File: src/rtl/uart_pkg.sv
// Shared UART constants: baud_set encodings, TX/RX divider values and TX frame phases.
package uart_pkg;

  localparam int DATA_BITS = 8;

  localparam logic [2:0] BAUD_9600   = 3'd0;
  localparam logic [2:0] BAUD_19200  = 3'd1;
  localparam logic [2:0] BAUD_38400  = 3'd2;
  localparam logic [2:0] BAUD_57600  = 3'd3;
  localparam logic [2:0] BAUD_115200 = 3'd4;

  // Transmit dividers: one bit lasts DIV+1 clocks at 50 MHz.
  localparam logic [15:0] TX_DIV_9600   = 16'd5207;
  localparam logic [15:0] TX_DIV_19200  = 16'd2603;
  localparam logic [15:0] TX_DIV_38400  = 16'd1301;
  localparam logic [15:0] TX_DIV_57600  = 16'd867;
  localparam logic [15:0] TX_DIV_115200 = 16'd433;

  // Receive-side dividers used by uart_byte_rx.
  localparam logic [15:0] RX_DIV_9600   = 16'd324;
  localparam logic [15:0] RX_DIV_19200  = 16'd162;
  localparam logic [15:0] RX_DIV_38400  = 16'd80;
  localparam logic [15:0] RX_DIV_57600  = 16'd53;
  localparam logic [15:0] RX_DIV_115200 = 16'd26;

  // Idle is carried by the busy flag, so the frame phase fits in two bits.
  typedef enum logic [1:0] {
    TX_START  = 2'd0,
    TX_DATA   = 2'd1,
    TX_PARITY = 2'd2,
    TX_STOP   = 2'd3
  } tx_phase_e;

  function automatic logic [15:0] tx_div(input logic [2:0] sel);
    logic [15:0] result;
    case (sel)
      BAUD_19200:  result = TX_DIV_19200;
      BAUD_38400:  result = TX_DIV_38400;
      BAUD_57600:  result = TX_DIV_57600;
      BAUD_115200: result = TX_DIV_115200;
      default:     result = TX_DIV_9600;
    endcase
    return result;
  endfunction

  function automatic logic tx_parity(input logic [DATA_BITS-1:0] data, input logic odd);
    return (^data) ^ odd;
  endfunction

endpackage

File: src/rtl/uart_baud_tick.sv
// Bit-period timer: pulses tick for one cycle each time the count reaches div.
// The count is held at zero while en is low so every frame starts a fresh period.
module uart_baud_tick (
  input  logic        Clk,
  input  logic        Rst_n,
  input  logic        en,
  input  logic [15:0] div,
  output logic        tick
);

  logic [15:0] cnt_q, cnt_d;

  always_comb begin
    cnt_d = cnt_q + 16'd1;
    if (!en || cnt_q == div) begin
      cnt_d = '0;
    end
  end

  always_ff @(posedge Clk or negedge Rst_n) begin
    if (!Rst_n) begin
      cnt_q <= '0;
    end else begin
      cnt_q <= cnt_d;
    end
  end

  assign tick = en && (cnt_q == div);

endmodule

File: src/rtl/uart_byte_tx.sv
// UART byte transmitter: start bit, 8 data bits LSB first, optional parity, one stop bit.
// Line, busy flag and done pulse are all registered, so Rs232_Tx is glitch-free.
module uart_byte_tx
  import uart_pkg::*;
#(
  parameter bit PARITY_EN  = 1'b0,
  parameter bit PARITY_ODD = 1'b0
) (
  input  logic       Clk,
  input  logic       Rst_n,
  input  logic [7:0] data_byte,
  input  logic       send_en,
  input  logic [2:0] baud_set,
  output logic       Rs232_Tx,
  output logic       Tx_Done,
  output logic       uart_state
);

  localparam logic [2:0] LAST_BIT = 3'(DATA_BITS - 1);

  tx_phase_e            phase_q, phase_d;
  logic                 busy_q, busy_d;
  logic [2:0]           bit_cnt_q, bit_cnt_d;
  logic [DATA_BITS-1:0] shift_q, shift_d;
  logic [15:0]          div_q, div_d;
  logic                 parity_q, parity_d;
  logic                 tx_q, tx_d;
  logic                 done_q, done_d;
  logic                 tick;

  uart_baud_tick u_baud_tick (
    .Clk   (Clk),
    .Rst_n (Rst_n),
    .en    (busy_q),
    .div   (div_q),
    .tick  (tick)
  );

  // The start bit goes out on the accept edge; every later bit changes only on tick.
  always_comb begin
    phase_d   = phase_q;
    busy_d    = busy_q;
    bit_cnt_d = bit_cnt_q;
    shift_d   = shift_q;
    div_d     = div_q;
    parity_d  = parity_q;
    tx_d      = tx_q;
    done_d    = 1'b0;
    if (!busy_q) begin
      tx_d = 1'b1;
      if (send_en) begin
        busy_d    = 1'b1;
        phase_d   = TX_START;
        bit_cnt_d = '0;
        shift_d   = data_byte;
        div_d     = tx_div(baud_set);
        parity_d  = tx_parity(data_byte, PARITY_ODD);
        tx_d      = 1'b0;
      end
    end else if (tick) begin
      case (phase_q)
        TX_START: begin
          phase_d   = TX_DATA;
          bit_cnt_d = '0;
          tx_d      = shift_q[0];
        end
        TX_DATA: begin
          if (bit_cnt_q == LAST_BIT) begin
            bit_cnt_d = '0;
            if (PARITY_EN) begin
              phase_d = TX_PARITY;
              tx_d    = parity_q;
            end else begin
              phase_d = TX_STOP;
              tx_d    = 1'b1;
            end
          end else begin
            bit_cnt_d = bit_cnt_q + 3'd1;
            shift_d   = shift_q >> 1;
            tx_d      = shift_q[1];
          end
        end
        TX_PARITY: begin
          phase_d = TX_STOP;
          tx_d    = 1'b1;
        end
        TX_STOP: begin
          phase_d = TX_START;
          busy_d  = 1'b0;
          done_d  = 1'b1;
          tx_d    = 1'b1;
        end
        default: phase_d = TX_START;
      endcase
    end
  end

  always_ff @(posedge Clk or negedge Rst_n) begin
    if (!Rst_n) begin
      phase_q   <= TX_START;
      busy_q    <= 1'b0;
      bit_cnt_q <= '0;
      shift_q   <= '0;
      div_q     <= '0;
      parity_q  <= 1'b0;
      tx_q      <= 1'b1;
      done_q    <= 1'b0;
    end else begin
      phase_q   <= phase_d;
      busy_q    <= busy_d;
      bit_cnt_q <= bit_cnt_d;
      shift_q   <= shift_d;
      div_q     <= div_d;
      parity_q  <= parity_d;
      tx_q      <= tx_d;
      done_q    <= done_d;
    end
  end

  assign Rs232_Tx   = tx_q;
  assign Tx_Done    = done_q;
  assign uart_state = busy_q;

endmodule
File: config.mk
export PLATFORM = sky130hd
export DESIGN_NAME = uart_byte_tx
export DESIGN_NICKNAME = d
export VERILOG_FILES = /design/src/rtl/uart_pkg.sv /design/src/rtl/uart_baud_tick.sv /design/src/rtl/uart_byte_tx.sv
export SDC_FILE = /design/constraint.sdc
export NUM_CORES = 1
export LEC_CHECK = 0
export ABC_AREA = 1
export CAP_MARGIN = 15
export CORE_MARGIN = 2
export CORE_UTILIZATION = 43
export CTS_CLUSTER_SIZE = 8
export DETAILED_ROUTE_END_ITERATION = 10
export PLACE_DENSITY_LB_ADDON = 0.3
export RECOVER_POWER = 50
export REMOVE_ABC_BUFFERS = 1
export SETUP_SLACK_MARGIN = 0.15
export SYNTH_ARGS = -nofsm -noshare
export SYNTH_HDL_FRONTEND = slang
export SYNTH_SLANG_ARGS = --single-unit
File: constraint.sdc
create_clock -name Clk -period 2.1 [get_ports Clk]
set_input_delay 0.42 -clock Clk [delete_from_list [all_inputs] [get_ports Clk]]
set_output_delay 0.42 -clock Clk [all_outputs]
set_load 0.02 [all_outputs]
* Word-level counts from Yosys, hierarchy flattened
Cells that the tools add are included.
Storage, ports and cells: bits in registers 48, bits of input ports 14, output and inout bits 3, word-level logic and storage cells 64
Operators by class: add/sub/neg operators 2, eq/ne operators 14, mux-type cells 29, bitwise operators 1, reduce and logical (&&, ||, !) cells 10
Operators by type and width (count):
- $pmux W13 S4 | 1
- $mux W8 | 5
- $add A16 B1 Y16 const B | 1
- $eq A16 B16 Y1 | 1
- $mux W16 | 1
- $mux W3 | 4
- $mux W1 | 11
- $mux W2 | 4
- $pmux W2 S4 | 1
- $eq A3 B2 Y1 const B | 2
- $eq A3 B3 Y1 const B | 2
- $pmux W3 S2 | 1
- $reduce_and A3 Y1 | 2
- $eq A2 B2 Y1 const B | 2
- $ne A2 B1 Y1 const B | 2
- $reduce_and A4 Y1 | 1
- $add A3 B1 Y3 const B | 1
- $eq A3 B1 Y1 const B | 1
- $ne A3 B1 Y1 const B | 1
- $ne A3 B3 Y1 const B | 1
- $pmux W1 S3 | 1
- $eq A2 B1 Y1 const B | 1
- $logic_not A2 Y1 | 1
- $ne A2 B2 Y1 const B | 1
- 7 further kinds | 7

* Longest topological paths before layout
depth after elaboration 5, gate-level depth with buffers 12, mapped depth without buffers 11

* Hierarchy
A second synthesis with hierarchy kept.
Second synthesis, totals: cells, all modules 357, area, all modules 2586.2 um^2
Modules (own cells, without submodules):
- uart_byte_tx | instances 1, cells each 178, area each 1415.1 um^2, sequential area each 676.9 um^2
- uart_baud_tick | instances 1, cells each 179, area each 1171.1 um^2, sequential area each 400.4 um^2

* Worst setup path before layout
Ideal clock, no wire load.
path kind register to register, from reg bit_cnt_q[0], to reg shift_q[0], setup time 0.118 ns, arrival 1.488 ns, required time 1.982 ns, setup slack 0.494 ns, stages on the path, launching flop included 7, path buffers 0, clock period less this slack 1.606 ns, cell sequence dfrtp_1 > ha_1 > ha_1 > o21ai_1 > nand3_2 > nand2_1 > nand2_1
Between the ends: longest elaborated chain between the ends 3
RTL lines:
- start: declaration | line uart_byte_tx.sv:23 | logic [2:0] bit_cnt_q, bit_cnt_d;
- start signal: assignment | line uart_byte_tx.sv:111 | bit_cnt_q <= bit_cnt_d;
- $eq A3 B3 Y1 | line uart_byte_tx.sv:68 | if (bit_cnt_q == LAST_BIT) begin
- $ne A2 B2 Y1 (no line)
- $reduce_and A4 Y1 (no line)
- end signal: assignment | line uart_byte_tx.sv:112 | shift_q <= shift_d;
- end: declaration | line uart_byte_tx.sv:24 | logic [DATA_BITS-1:0] shift_q, shift_d;
No other way between the ends. A chain may end at the register's enable or synchronous reset.

* Final worst setup path
from reg tx_q (netlist: Rs232_Tx), to out Rs232_Tx
RTL lines:
- start: declaration | line uart_byte_tx.sv:27 | logic tx_q, tx_d;
- start signal: assignment | line uart_byte_tx.sv:115 | tx_q <= tx_d;
- end: declaration | line uart_byte_tx.sv:14 | output logic Rs232_Tx,
No word-level cell between the ends.

==> impl_metrics.py <==
metrics = {
    "route": {
        "drt_first_pass_iters": 4,
        "wl_per_cell_um": 12.1,
        "vias_per_cell": 4.97,
        "antenna_left": 0,
        "route.detailed.drc": 0,
        "drt-initial-drc-count": 112,
        "wirelength_mm": 5.05,
        "vias": 2084,
    },
    "worst_setup_path": {
        "cp_top_family": "buffers and inverters",
        "critPathKind": "reg2out",
        "required_ns": 1.68,
        "path_buf_inv": 1,
        "crit_chain": "clkdlybuf4s50_1",
        "crit_path_end_kind": "output port",
        "crit_arrival_ns": 1.44,
        "worst_setup_path_start_kind": "register",
        "slowest_stage": "clkdlybuf4s50_1",
        "critical_path.max_stage_delay_ns": 0.60,
        "critPathMaxFanout": 2,
    },
    "global_routing": {
        "gr-max-usage-layer": "met2",
        "grt_util_met1": 0.230,
        "grt-ovfl-total": 0,
        "first_global_vias": 2023,
        "grt_pass1_wl_mm": 8.85,
        "track_usage": 0.178,
        "grtUsageMet3": 0.0341,
        "grt_use_met2": 0.309,
        "antenna_found_initial": 0,
        "grt_max_degree": 44,
    },
    "synthesis": {
        "yosys_most_used_dff": "dfrtp_1",
        "synth_area_leaders": "dfrtp_1 (44%), nand2_1 (17%), inv_1 (6.5%)",
        "synthCells": 325,
        "ys_warn_count": 0,
        "async_flop_share": 1.00,
        "yosysSeqAreaShare": 0.447,
        "synth-edff-count": 0,
        "syn_area_um2": 2410,
        "synth_cell_type_count": 34,
        "synth_top_area_share": 0.436,
        "avgSynthCellArea_um2": 7.41,
        "synth_top_cell_by_area": "dfrtp_1",
        "yosys_register_bits": 43,
    },
    "sta": {
        "fin_crit_sh": 0.885,
        "period_needed_ns": 1.86,
        "final-setup-viol-count": 0,
        "hold_violations": 0,
        "tightest_slew_ns": 1.08,
        "clock-skew-final_ns": 0.00467,
        "setup_tns_ns": 0,
        "fmax_ghz": 0.538,
        "slew_viol_final": 0,
        "rsz0062_at_grt": "false",
        "slew_headroom": 0.282,
    },
    "final_layout": {
        "diodes": 0,
        "layout.nets": 367,
        "layout-drive-gt1-share": 0.0778,
        "final_cell_mix": "nand2_1 (107), dfrtp_1 (42), inv_1 (42)",
        "syn_to_final_growth_pct": 14.1,
        "final_common_cell": "nand2_1",
    },
    "power_and_ir_drop": {
        "p_leak_uw": 0.00141,
        "p_per_area_nw_per_um2": 762,
        "finalPower_uw": 2100,
        "ir_drop_mv": 0.428,
    },
    "clock_tree": {
        "postCtsSetupBuffers": 0,
        "cts_buffers": 5,
        "ctsHoldBuffers": 0,
        "clock_path_buffers": 2,
        "cts-root-buf": "clkbuf_8",
        "h-tree-depth": 2,
        "clock_latency_ns": 0.29,
        "cts_tree": "yes",
        "ctsResizeCount": 0,
        "clk_pin_slew_ns": 0.08,
        "cts.sinks": 43,
    },
    "status": {
        "status": "finished clean",
    },
    "floorplanning": {
        "start_util": 0.440,
        "fp.dieH_um": 78.9,
        "die_w_um": 78.9,
        "core_area_um2": 5470,
        "num_rows": 27,
        "die_area_um2": 6220,
        "io_pins": 17,
    },
    "hold_path": {
        "hold_path_class": "in2async",
    },
    "placed_design": {
        "place_congestion": 0.913,
        "io_buffers": 16,
        "dp_hpwl_mm": 3.72,
    },
    "job": {
        "maxCapViolCount": 0,
    },
}
[cell usage after synthesis, types with 2 or more instances]
library cell / number
xor2_1: 5
inv_1: 42
o21ai_1: 2
inv_2: 3
nor3b_1: 4
clkbuf_1: 3
nor2_2: 2
o211ai_1: 2
nand4_1: 16
nand3_1: 10
o21ai_0: 8
nor4_1: 2
dfrtp_1: 42
nand2_2: 3
nand2_1: 107
buf_6: 2
ha_1: 7
buf_2: 2
nor2_1: 39
nor3_1: 10
[state kept, by name (all words and copies together) (netlist names)]
register           cells
u_baud_tick.cnt_q     16
shift_q                8
div_q                 11
Tx_Done                1
uart_state             1
Rs232_Tx               1
bit_cnt_q              3
phase_q                2
[routing by layer]
layer	share of wire	vias to the layer above
li1	-	1062
met1	0.47	981
met2	0.49	34
met3	0.032	7
met5	0	-
met4	0.012	0
[logic make-up after synthesis]
group	count (synthesis)	share of synthesized area
simple gates	196	0.355
buf+inv	54	0.0929
flops	43	0.447
compound gates	19	0.0473
fa+ha+maj	7	0.0363
xor+xnor	6	0.0218
[report_power, final]
group          internal, uW  total (uW)  leakage [uW]  switching [uW]
Combinational           190         455      0.000825             264
Clock                   301         583     0.0000515             283
Sequential              934        1060      0.000536             125
[through the flow]
stage	util	setup slack [ns]	instances	cell area [um2]	hold WS (ns)
after detailed placement	0.485	0.322	411	2650	0.459
after global placement	0.485	0.323	411	2650	0.454
after floorplan	-	0.486	316	2350	0.124
final	0.503	0.241	419	2750	0.397
after global routing	0.503	0.161	419	2750	0.498
after CTS	0.503	0.232	419	2750	0.214
[path summary, 6_finish.rpt]
check,from,cells after the start,slack [ns],endpoint
worst max-delay path,Rs232_Tx,1,0.24,Rs232_Tx
worst max register to register,u_baud_tick.cnt_q[5],11,0.31,shift_q[5]
worst min-delay path,Rst_n,2,0.40,div_q[6]
min in group Clk,shift_q[3],2,0.48,shift_q[3]
worst min register to register,shift_q[3],2,0.48,shift_q[3]
max in group asynchronous,Rst_n,2,1.05,shift_q[2]
[cell type report]
cell class	count	area, um2
multi-input cells	228	1110
repair buffers	23	205
fillers	570	2720
inverters	45	169
clock buffers	8	100
flip-flops and latches	43	1080
well taps	72	90.1
Power figures use the tool's default switching activity.
